### config.mk
export PLATFORM = sky130hd
export DESIGN_NAME = mano_timing_control_flat
export DESIGN_NICKNAME = d
export VERILOG_FILES = /design/src/rtl/mano_timing_control_if.sv /design/src/rtl/mano_timing_control.sv /design/src/flat_wrapper.sv
export SDC_FILE = /design/constraint.sdc
export NUM_CORES = 1
export LEC_CHECK = 0
export BUFFER_PORTS_ARGS = -buffer_cell sky130_fd_sc_hd__buf_2
export CAP_MARGIN = 20
export CORE_MARGIN = 2
export CORE_UTILIZATION = 34
export DETAILED_ROUTE_END_ITERATION = 10
export GPL_TIMING_DRIVEN = 0
export PLACE_DENSITY_LB_ADDON = 0.05
export SLEW_MARGIN = 20
export SYNTH_ARGS = -nofsm -noshare
export SYNTH_HDL_FRONTEND = slang
export SYNTH_SLANG_ARGS = --single-unit
### constraint.sdc
create_clock -name CLK -period 1.8 [get_ports CLK]
set_clock_uncertainty 0.2 [all_clocks]
set_input_delay 0.09 -clock CLK [delete_from_list [all_inputs] [get_ports CLK]]
set_output_delay 0.09 -clock CLK [all_outputs]
set_load 0.03 [all_outputs]
### src/rtl/mano_timing_control_if.sv
// mano_timing_control_if
//   Bundles the signals between the timing/control stage and the rest of the
//   Mano datapath/memory.
//   master : timing/control side (takes IR contents, DR test and START;
//            drives sequence count, decodes and strobes)
//   slave  : datapath/memory side (the mirror image)
//   Signals:
//     IN_IR    instruction register contents
//     DR_ZERO  DR==0 after increment (ISZ skip test)
//     START    one-cycle pulse that clears HALT
//     t        sequence count
//     T        one-hot timing signals
//     D        one-hot opcode decode
//     I_FLAG   latched indirect bit
//     MEM_RD / MEM_WR / AR_LD / IR_LD / PC_INC / SC_CLR / HALT  strobes and status
interface mano_timing_control_if #(
    parameter int SC_W = 3
);
    logic [15:0]            IN_IR;
    logic                   DR_ZERO;
    logic                   START;
    logic [SC_W-1:0]        t;
    logic [(1<<SC_W)-1:0]   T;
    logic [7:0]             D;
    logic                   I_FLAG;
    logic                   MEM_RD;
    logic                   MEM_WR;
    logic                   AR_LD;
    logic                   IR_LD;
    logic                   PC_INC;
    logic                   SC_CLR;
    logic                   HALT;

    modport master (
        input  IN_IR, DR_ZERO, START,
        output t, T, D, I_FLAG, MEM_RD, MEM_WR, AR_LD, IR_LD, PC_INC, SC_CLR, HALT
    );

    modport slave (
        output IN_IR, DR_ZERO, START,
        input  t, T, D, I_FLAG, MEM_RD, MEM_WR, AR_LD, IR_LD, PC_INC, SC_CLR, HALT
    );
endinterface

### src/rtl/mano_timing_control.sv
// mano_timing_control
//   Timing and control stage of the Mano basic computer. Runs the sequence
//   counter, decodes IR into D0..D7 and I, and issues per-cycle memory and
//   register strobes. All strobes are combinational from registered state and
//   IN_IR, so they are settled before the memory stage samples on negedge.
//   Ports:
//     CLK    system clock, state updates on posedge
//     RST_N  asynchronous active-low reset
//     bus    mano_timing_control_if.master (see interface for signal list)
//
//   Mode FSM (the sequence counter t runs inside ST_RUN)
//   state   | meaning
//   --------+-----------------------------------------------------------
//   ST_RUN  | executing; t advances each cycle, cleared by SC_CLR
//   ST_HALT | halted; t held at 0, all strobes low, START returns to ST_RUN
module mano_timing_control #(
    parameter int SC_W    = 3,
    parameter int HLT_BIT = 0
) (
    input  logic                   CLK,
    input  logic                   RST_N,
    mano_timing_control_if.master  bus
);

    localparam int N_T = 1 << SC_W;

    typedef enum logic {
        ST_RUN  = 1'b0,
        ST_HALT = 1'b1
    } mode_t;

    mode_t            mode_q, mode_d;
    logic [SC_W-1:0]  t_q, t_d;
    logic             i_q, i_d;

    logic [N_T-1:0]   t_dec;
    logic [7:0]       d_dec;
    logic             mem_rd, mem_wr, ar_ld, ir_ld, pc_inc, sc_clr;

    // Only the opcode, indirect and HLT select bits of IR matter here.
    logic unused_ir_bits;
    assign unused_ir_bits = ^bus.IN_IR;

    always_ff @(posedge CLK or negedge RST_N) begin
        if (!RST_N) begin
            mode_q <= ST_RUN;
            t_q    <= '0;
            i_q    <= 1'b0;
        end else begin
            mode_q <= mode_d;
            t_q    <= t_d;
            i_q    <= i_d;
        end
    end

    always_comb begin
        mem_rd = 1'b0;
        mem_wr = 1'b0;
        ar_ld  = 1'b0;
        ir_ld  = 1'b0;
        pc_inc = 1'b0;
        sc_clr = 1'b0;
        mode_d = mode_q;
        t_d    = t_q;
        i_d    = i_q;

        t_dec        = '0;
        t_dec[t_q]   = 1'b1;
        d_dec        = '0;
        d_dec[bus.IN_IR[14:12]] = 1'b1;

        if (mode_q == ST_HALT) begin
            t_d = '0;
            if (bus.START) begin
                mode_d = ST_RUN;
            end
        end else begin
            case (t_q)
                SC_W'(0): begin
                    ar_ld = 1'b1;
                end
                SC_W'(1): begin
                    mem_rd = 1'b1;
                    ir_ld  = 1'b1;
                    pc_inc = 1'b1;
                end
                SC_W'(2): begin
                    ar_ld = 1'b1;
                    i_d   = bus.IN_IR[15];
                end
                SC_W'(3): begin
                    if (d_dec[7]) begin
                        sc_clr = 1'b1;
                        // HLT lives only in the register-reference group (I=0).
                        if (!i_q && bus.IN_IR[HLT_BIT]) begin
                            mode_d = ST_HALT;
                        end
                    end else if (i_q) begin
                        mem_rd = 1'b1;
                        ar_ld  = 1'b1;
                    end
                end
                SC_W'(4): begin
                    if (d_dec[0] || d_dec[1] || d_dec[2] || d_dec[6]) begin
                        mem_rd = 1'b1;
                    end else if (d_dec[3]) begin
                        mem_wr = 1'b1;
                        sc_clr = 1'b1;
                    end else if (d_dec[5]) begin
                        mem_wr = 1'b1;
                    end else begin
                        // BUN, plus recovery if a D7 ever reaches T4.
                        sc_clr = 1'b1;
                    end
                end
                SC_W'(5): begin
                    if (!d_dec[6]) begin
                        sc_clr = 1'b1;
                    end
                end
                SC_W'(6): begin
                    sc_clr = 1'b1;
                    if (d_dec[6]) begin
                        mem_wr = 1'b1;
                        pc_inc = bus.DR_ZERO;
                    end
                end
                default: begin
                    // T7 and beyond are unreachable in a legal flow; recover to T0.
                    sc_clr = 1'b1;
                end
            endcase

            if (sc_clr) begin
                t_d = '0;
            end else begin
                t_d = t_q + 1'b1;
            end
        end
    end

    // Strobes are forced low while reset is asserted, not just after it.
    assign bus.t      = t_q;
    assign bus.T      = t_dec;
    assign bus.D      = d_dec;
    assign bus.I_FLAG = i_q;
    assign bus.HALT   = (mode_q == ST_HALT);
    assign bus.MEM_RD = RST_N & mem_rd;
    assign bus.MEM_WR = RST_N & mem_wr;
    assign bus.AR_LD  = RST_N & ar_ld;
    assign bus.IR_LD  = RST_N & ir_ld;
    assign bus.PC_INC = RST_N & pc_inc;
    assign bus.SC_CLR = RST_N & sc_clr;

endmodule

### src/flat_wrapper.sv
// flat-port wrapper written by rule: the top's interface ports become plain ports
module mano_timing_control_flat 
#(
    parameter int SC_W    = 3,
    parameter int HLT_BIT = 0
)
  (CLK, RST_N, bus_IN_IR, bus_DR_ZERO, bus_START, bus_t, bus_T, bus_D, bus_I_FLAG, bus_MEM_RD, bus_MEM_WR, bus_AR_LD, bus_IR_LD, bus_PC_INC, bus_SC_CLR, bus_HALT);
  mano_timing_control_if #(.SC_W(SC_W)) bus_i ();
  input  logic CLK;
  input  logic RST_N;
  input wire logic [$bits(bus_i.IN_IR)-1:0] bus_IN_IR;
  input wire logic [$bits(bus_i.DR_ZERO)-1:0] bus_DR_ZERO;
  input wire logic [$bits(bus_i.START)-1:0] bus_START;
  output wire logic [$bits(bus_i.t)-1:0] bus_t;
  output wire logic [$bits(bus_i.T)-1:0] bus_T;
  output wire logic [$bits(bus_i.D)-1:0] bus_D;
  output wire logic [$bits(bus_i.I_FLAG)-1:0] bus_I_FLAG;
  output wire logic [$bits(bus_i.MEM_RD)-1:0] bus_MEM_RD;
  output wire logic [$bits(bus_i.MEM_WR)-1:0] bus_MEM_WR;
  output wire logic [$bits(bus_i.AR_LD)-1:0] bus_AR_LD;
  output wire logic [$bits(bus_i.IR_LD)-1:0] bus_IR_LD;
  output wire logic [$bits(bus_i.PC_INC)-1:0] bus_PC_INC;
  output wire logic [$bits(bus_i.SC_CLR)-1:0] bus_SC_CLR;
  output wire logic [$bits(bus_i.HALT)-1:0] bus_HALT;
  assign bus_i.IN_IR = bus_IN_IR;
  assign bus_i.DR_ZERO = bus_DR_ZERO;
  assign bus_i.START = bus_START;
  assign bus_t = bus_i.t;
  assign bus_T = bus_i.T;
  assign bus_D = bus_i.D;
  assign bus_I_FLAG = bus_i.I_FLAG;
  assign bus_MEM_RD = bus_i.MEM_RD;
  assign bus_MEM_WR = bus_i.MEM_WR;
  assign bus_AR_LD = bus_i.AR_LD;
  assign bus_IR_LD = bus_i.IR_LD;
  assign bus_PC_INC = bus_i.PC_INC;
  assign bus_SC_CLR = bus_i.SC_CLR;
  assign bus_HALT = bus_i.HALT;
  mano_timing_control #(.SC_W(SC_W), .HLT_BIT(HLT_BIT)) u_core (.CLK(CLK), .RST_N(RST_N), .bus(bus_i));
endmodule
==> impl_metrics.csv, run 1 <==
group,metric,value,unit
status,status,"finished, violations left",
status,violations,"negative setup slack",
global_route,grt_pass1_vias,630,
layout,nNetsFinal,146,
critical_path,r2r_cells,6,
critical_path,path_class,"flip-flop to output pin",
clock_network,cts.sinks,5,
yosys,synth_area_leader_cell,"dfrtp_1",
sta,max_freq,491,MHz
clock_network,clk_pin_slew_worst_paths,0.04,ns
yosys,async_flop_share,100,%
global_route,antenna_found_initial,0,
clock_network,htreeDepth,1,
pwr,peakVddDrop,0.000992,V
critical_path,cp-start-kind,"flip-flop",
die,fp-row-count,14,
sta,slew_headroom,76.8,%
clock_network,cts_made_buffers,3,
layout,final_cell_count_no_fill,136,
critical_path,cp_data_required_time,1.51,ns
critical_path,path_cells,"ha_4 -> ha_4 -> o21ba_4 -> o32ai_4 -> a41o_2 -> buf_6",
clock_network,cts_tree,"yes",
die,io_pins,47,
yosys,synth-edff-count,0,
yosys,yosysTopAreaCellShare,21.6,%
pwr,power.total,1.82,mW
hold_path,min_path_type,"input pin to asynchronous set/reset pin",
die,dieWidth,45.3,µm
drt,ant_nets,0,
die,initial_core_util,37.2,%
layout,drive_above_1_share,63.3,%
yosys,yosysMostFrequentCell,"nor3_1",
drt,drtIter0Drc,12,
critical_path,ff2ff_setup_slack,-0.04,ns
die,die-height,45.3,µm
die,core,1560,µm²
place,placed_cells,118,
drt,viasPerCell,5.29,
place,place.gp.congestion,0.772,
yosys,synth_cells,70,
pwr,p_leak,0.512,nW
sta,worst_slew_pin_slew,0.347,ns
yosys,yosysWarnings,0,
sta,grt_setup_unrepaired,"yes",
sta,setup_viol,5,
sta,fin_ws,-0.235,ns
sta,finalCritPeriodShare,113,%
sta,period_minus_slack,2.03,ns
critical_path,crit_path_top_delay_cell,"dfrtp_2",
clock_network,cts.path.max_buffers,2,
sta,drv_slew,0,
layout,regArea,129,µm²
critical_path,r2r_end,"u_core.bus.t[1]",
place,dp_hpwl,1280,µm
yosys,yosysSeqAreaShare,21.6,%
global_route,track_usage,19.1,%
place,post-place-ws,-0.196,ns
yosys,syn_area_per_cell,8.28,µm²
global_route,grt_pass1_wl,2900,µm
layout,n_fill_cell,124,
layout,multi_input_area,553,µm²
drt,wl_per_cell,13.5,µm
critical_path,end_kind,"output pin",
global_route,grt.overflow.total,0,
pwr,power_density,1650,nW/µm²
place,port_buffers,32,
layout,diodes,0,
yosys,ys_types,28,
critical_path,cp.arrival,1.74,ns
yosys,synth_seq_cells,5,
critical_path,slowest_delay,0.45,ns
critical_path,r2r_start,"u_core.bus.t[1]",
yosys,syn_area,579,µm²
yosys,synth_flop_cell,"dfrtp_1",
drt,first_pass_iters,4,
clock_network,worstSkewPairLatency,0.23,ns
clock_network,clock-root-buffer,"clkbuf_4",
sta,hold_viol,0,
global_route,grt_max_degree,11,
die,die_area,2050,µm²
yosys,synthTopCellsByArea,"dfrtp_1, ha_1, nor3_1",
sta,whs,0.00950,ns
job,drv_cap,0,
critical_path,crit_path_frequent_cell,"ha_4",
layout,area_delta_synth_final,90.1,%
drt,num_vias,720,
drt,drc,0,
yosys,yosys-top-cells-count,"nor3_1, inv_1, nor2_1, dfrtp_1, ha_1",
critical_path,path_max_fanout,6,
yosys,synth_fp_nets,95,
drt,wl,1830,µm
[power breakdown]
group          switching, mW  total [mW]  internal (mW)
logic                  0.795        1.46          0.667
clock network         0.0382       0.122         0.0833
registers             0.0730       0.233          0.160
total                  0.906        1.82          0.910
[logic make-up after synthesis]
family                     after synthesis  share of synthesized area (%)
buffers and inverters                   12                           11.9
xor gates and xnor gates                 1                           1.51
and+or+nand+nor                         33                           32.8
AOI/OAI and AO/OA                       12                           17.5
muxes                                    2                           3.89
DFF                                      5                           21.6
adders and majority gates                5                           10.8
[cells in the final DEF (no fill, tap or decap), drive strengths merged, types with 3 or more instances in the layout]
| master | instances |
|---|---|
| a2111oi | 3 |
| nand2 | 4 |
| clkbuf | 5 |
| buf | 47 |
| nor2 | 7 |
| inv | 6 |
| a32oi | 3 |
| nand4 | 3 |
| ha | 5 |
| dfrtp | 5 |
| nor3 | 10 |
| dlygate4sd3 | 3 |
[per-stage QoR]
stage	instance area (µm²)	TNS [ns]	utilization [%]
2_1_floorplan	631	-0.256	-
3_3_place_gp	811	-0.492	52.0
3_5_place_dp	811	-0.630	52.0
4_1_cts	976	-0.931	62.6
5_1_grt	1100	-0.737	70.6
6_report	1100	-0.389	70.6
[worst max-delay path by stage]
stage / startpoint / slack, ns / endpoint / cells past startpoint
2_1_floorplan: bus_IN_IR[14] / -0.12 / bus_SC_CLR / 4
3_3_place_gp: u_core.bus.t[0] / -0.19 / bus_SC_CLR / 6
3_5_place_dp: u_core.bus.t[0] / -0.20 / bus_SC_CLR / 6
4_1_cts: u_core.bus.t[0] / -0.24 / bus_SC_CLR / 6
5_1_grt: u_core.bus.t[1] / -0.28 / bus_SC_CLR / 6
6_report: u_core.bus.t[1] / -0.23 / bus_SC_CLR / 6
[routing by layer]
layer / track usage, % / vias to the layer above / routed length (µm)
li1: - / 360 / -
met5: 0 / - / 0
met4: 7.06 / 0 / 0
met2: 32.3 / 20 / 991
met3: 2.80 / 0 / 91
met1: 24.5 / 340 / 750
[sequential cells by signal, summed over array words and instances (netlist names)]
| register | cells |
|---|---|
| u_core.bus.HALT | 1 |
| u_core.bus.I_FLAG | 1 |
| u_core.bus.t | 3 |
[timing repair]
item | in CTS | in global routing
endpoints found under the setup margin | 9 | 10
hold buffers | 3 | 0
pin swaps | 4 | 1
setup buffers | 7 | 4
resized for setup | 11 | 16
hold endpoints to repair | 7 | 0
[cell type report]
type | count | area share (%)
well taps | 16 | 1.82
flip-flops and latches | 5 | 11.7
multi-input cells | 53 | 50.2
plain buffers | 5 | 4.09
inverters | 7 | 3.18
clock buffers | 4 | 2.39
repair buffers | 46 | 26.6
[critical path: cells and delay by family, from the launching register on]
family | cells | cell delay, ns
AOI/OAI and AO/OA | 3 | 0.57
adders and majority gates | 2 | 0.37
buffers and inverters | 1 | 0.12
DFF | 1 | 0.45
(Power assumes the default switching activity.)
==> run 2, diff against run 1 <==
--- a/config.mk
+++ b/config.mk
@@ -12,6 +12,7 @@
 export DETAILED_ROUTE_END_ITERATION = 10
 export GPL_TIMING_DRIVEN = 0
 export PLACE_DENSITY_LB_ADDON = 0.05
+export SKIP_CTS_REPAIR_TIMING = 1
 export SLEW_MARGIN = 20
 export SYNTH_ARGS = -nofsm -noshare
 export SYNTH_HDL_FRONTEND = slang
==> run 2 against run 1 <==
  * The flow still finishes with violations (negative setup slack)
  * Sequential cell count is the same
  * Critical path depth is the same
  * Critical path type unchanged
  * Critical endpoint unchanged
  * Non-clock buffer count shrank 7
  * Worst hold slack lost 0.0020 ns
  * Highest routed layer unchanged
==> impl_metrics.csv, run 2 (synthesis results as in run 1) <==
group,metric,value,unit
drt,first_pass_iters,4,
layout,area_delta_synth_final,66.1,%
critical_path,ff2ff_setup_slack,-0.09,ns
global_route,antenna_found_initial,0,
drt,wl_per_cell,12.2,µm
pwr,p_leak,0.466,nW
clock_network,cts.sinks,5,
critical_path,crit_path_frequent_cell,"ha_4",
drt,drc,0,
drt,num_vias,694,
hold_path,hold-path-cell-count,4,
place,dp_hpwl,1280,µm
pwr,power.total,1.46,mW
global_route,grt_pass1_wl,2470,µm
critical_path,r2r_start,"u_core.bus.t[1]",
critical_path,slowest_delay,0.46,ns
sta,worst_slew_pin_slew,0.359,ns
die,io_pins,47,
layout,layout_common_cells,"buf_2, nor3_1, buf_4, nor2_1, clkbuf_4",
place,place.gp.congestion,0.772,
drt,ant_nets,0,
sta,drv_slew,0,
die,fp-row-count,14,
critical_path,r2r_cells,5,
hold_path,holdPathEnd,"u_core.bus.HALT",
critical_path,path_max_fanout,7,
clock_network,clock-root-buffer,"clkbuf_4",
clock_network,clk_pin_slew_worst_paths,0.04,ns
drt,drtIter0Drc,11,
sta,fin_tns_setup,-0.682,ns
place,port_buffers,32,
layout,final_cell_count_no_fill,129,
place,placed_cells,118,
clock_network,htreeDepth,1,
critical_path,critPathTopFamily,"compound AO/OA/AOI/OAI gates",
sta,max_freq,488,MHz
die,core,1560,µm²
critical_path,path_cells,"ha_4 -> ha_4 -> o21ba_4 -> o32ai_4 -> a41o_2 -> buf_6",
drt,wl,1570,µm
sta,period_minus_slack,2.05,ns
die,die-height,45.3,µm
hold_path,min_path_type,"input pin to flip-flop",
critical_path,end_kind,"output pin",
sta,finalCritPeriodShare,114,%
sta,hold_viol,0,
sta,whs,0.00746,ns
sta,fin_ws,-0.250,ns
global_route,grt_pass1_vias,556,
clock_network,worstSkewPairLatency,0.23,ns
clock_network,cts_tree,"yes",
clock_network,cts_made_buffers,3,
layout,largest_register_ffs,3,
layout,drive_above_1_share,57.5,%
status,violations,"negative setup slack",
drt,viasPerCell,5.38,
critical_path,crit_path_top_delay_cell,"dfrtp_2",
layout,final_common_cell,"buf_2",
layout,nNetsFinal,139,
status,status,"finished, violations left",
layout,postLayoutCoreUtil,61.7,%
critical_path,cp.arrival,1.76,ns
critical_path,path_class,"flip-flop to output pin",
job,drv_cap,0,
global_route,track_usage,16.4,%
global_route,grt.overflow.total,0,
critical_path,path_buf_inv,1,
critical_path,cp_data_required_time,1.51,ns
die,dieWidth,45.3,µm
die,initial_core_util,37.2,%
hold_path,min_from,"bus_IN_IR[0]",
sta,setup_viol,7,
pwr,peakVddDrop,0.000760,V
clock_network,cts.path.max_buffers,2,
die,die_area,2050,µm²
sta,grt_setup_unrepaired,"yes",
critical_path,cp-start-kind,"flip-flop",
global_route,grt_max_degree,11,
critical_path,r2r_end,"u_core.bus.t[2]",
layout,diodes,0,
pwr,power_density,1520,nW/µm²
sta,slew_headroom,76.0,%
==> run 2: per-stage QoR <==
stage	setup WS [ns]	cell area, µm²
floorplan	-0.123	631
global placement	-0.186	811
detailed placement	-0.196	811
CTS	-0.453	837
global route	-0.330	962
finish	-0.250	962
==> run 2: metal layers <==
| metal | vias to the layer above | part of all wire, % | global-route usage, % |
|---|---|---|---|
| met4 | 0 | 0 | 7.06 |
| li1 | 350 | - | - |
| met2 | 24 | 51 | 26.3 |
| met5 | - | 0 | 0 |
| met1 | 320 | 43 | 21.7 |
| met3 | 0 | 5.5 | 2.80 |
==> run 2: worst max path at each step <==
stage	start	to	slack (ns)	cells after the start
6_report	u_core.bus.t[1]	bus_SC_CLR	-0.25	6
5_1_grt	u_core.bus.t[1]	bus_SC_CLR	-0.33	6
4_1_cts	u_core.bus.t[0]	bus_SC_CLR	-0.45	6
3_5_place_dp	u_core.bus.t[0]	bus_SC_CLR	-0.20	6
3_3_place_gp	u_core.bus.t[0]	bus_SC_CLR	-0.19	6
2_1_floorplan	bus_IN_IR[14]	bus_SC_CLR	-0.12	4
==> run 2: final cells by class <==
class                           instances  area [µm²]
Timing Repair Buffer                   39         234
Sequential cell                         5         129
Fill cell                             149         597
Inverter                                7        32.5
Clock buffer                            4        26.3
Tap cell                               16        20.0
Buffer                                  5        42.5
Multi-Input combinational cell         53         478
==> run 2: tightest hold or removal path, delay by kind of cell <==
| kind | cells | cell delay [ns] |
|---|---|---|
| buffers and inverters | 1 | 0.09 |
| and+or+nand+nor | 2 | 0.13 |
| AOI/OAI and AO/OA | 1 | 0.08 |
==> run 2: report_power, final <==
part / leakage (nW) / switching [mW] / internal, mW
Combinational: 0.391 / 0.657 / 0.449
Clock: 0.0150 / 0.0393 / 0.0834
Sequential: 0.0600 / 0.0761 / 0.160
Total: 0.466 / 0.773 / 0.692
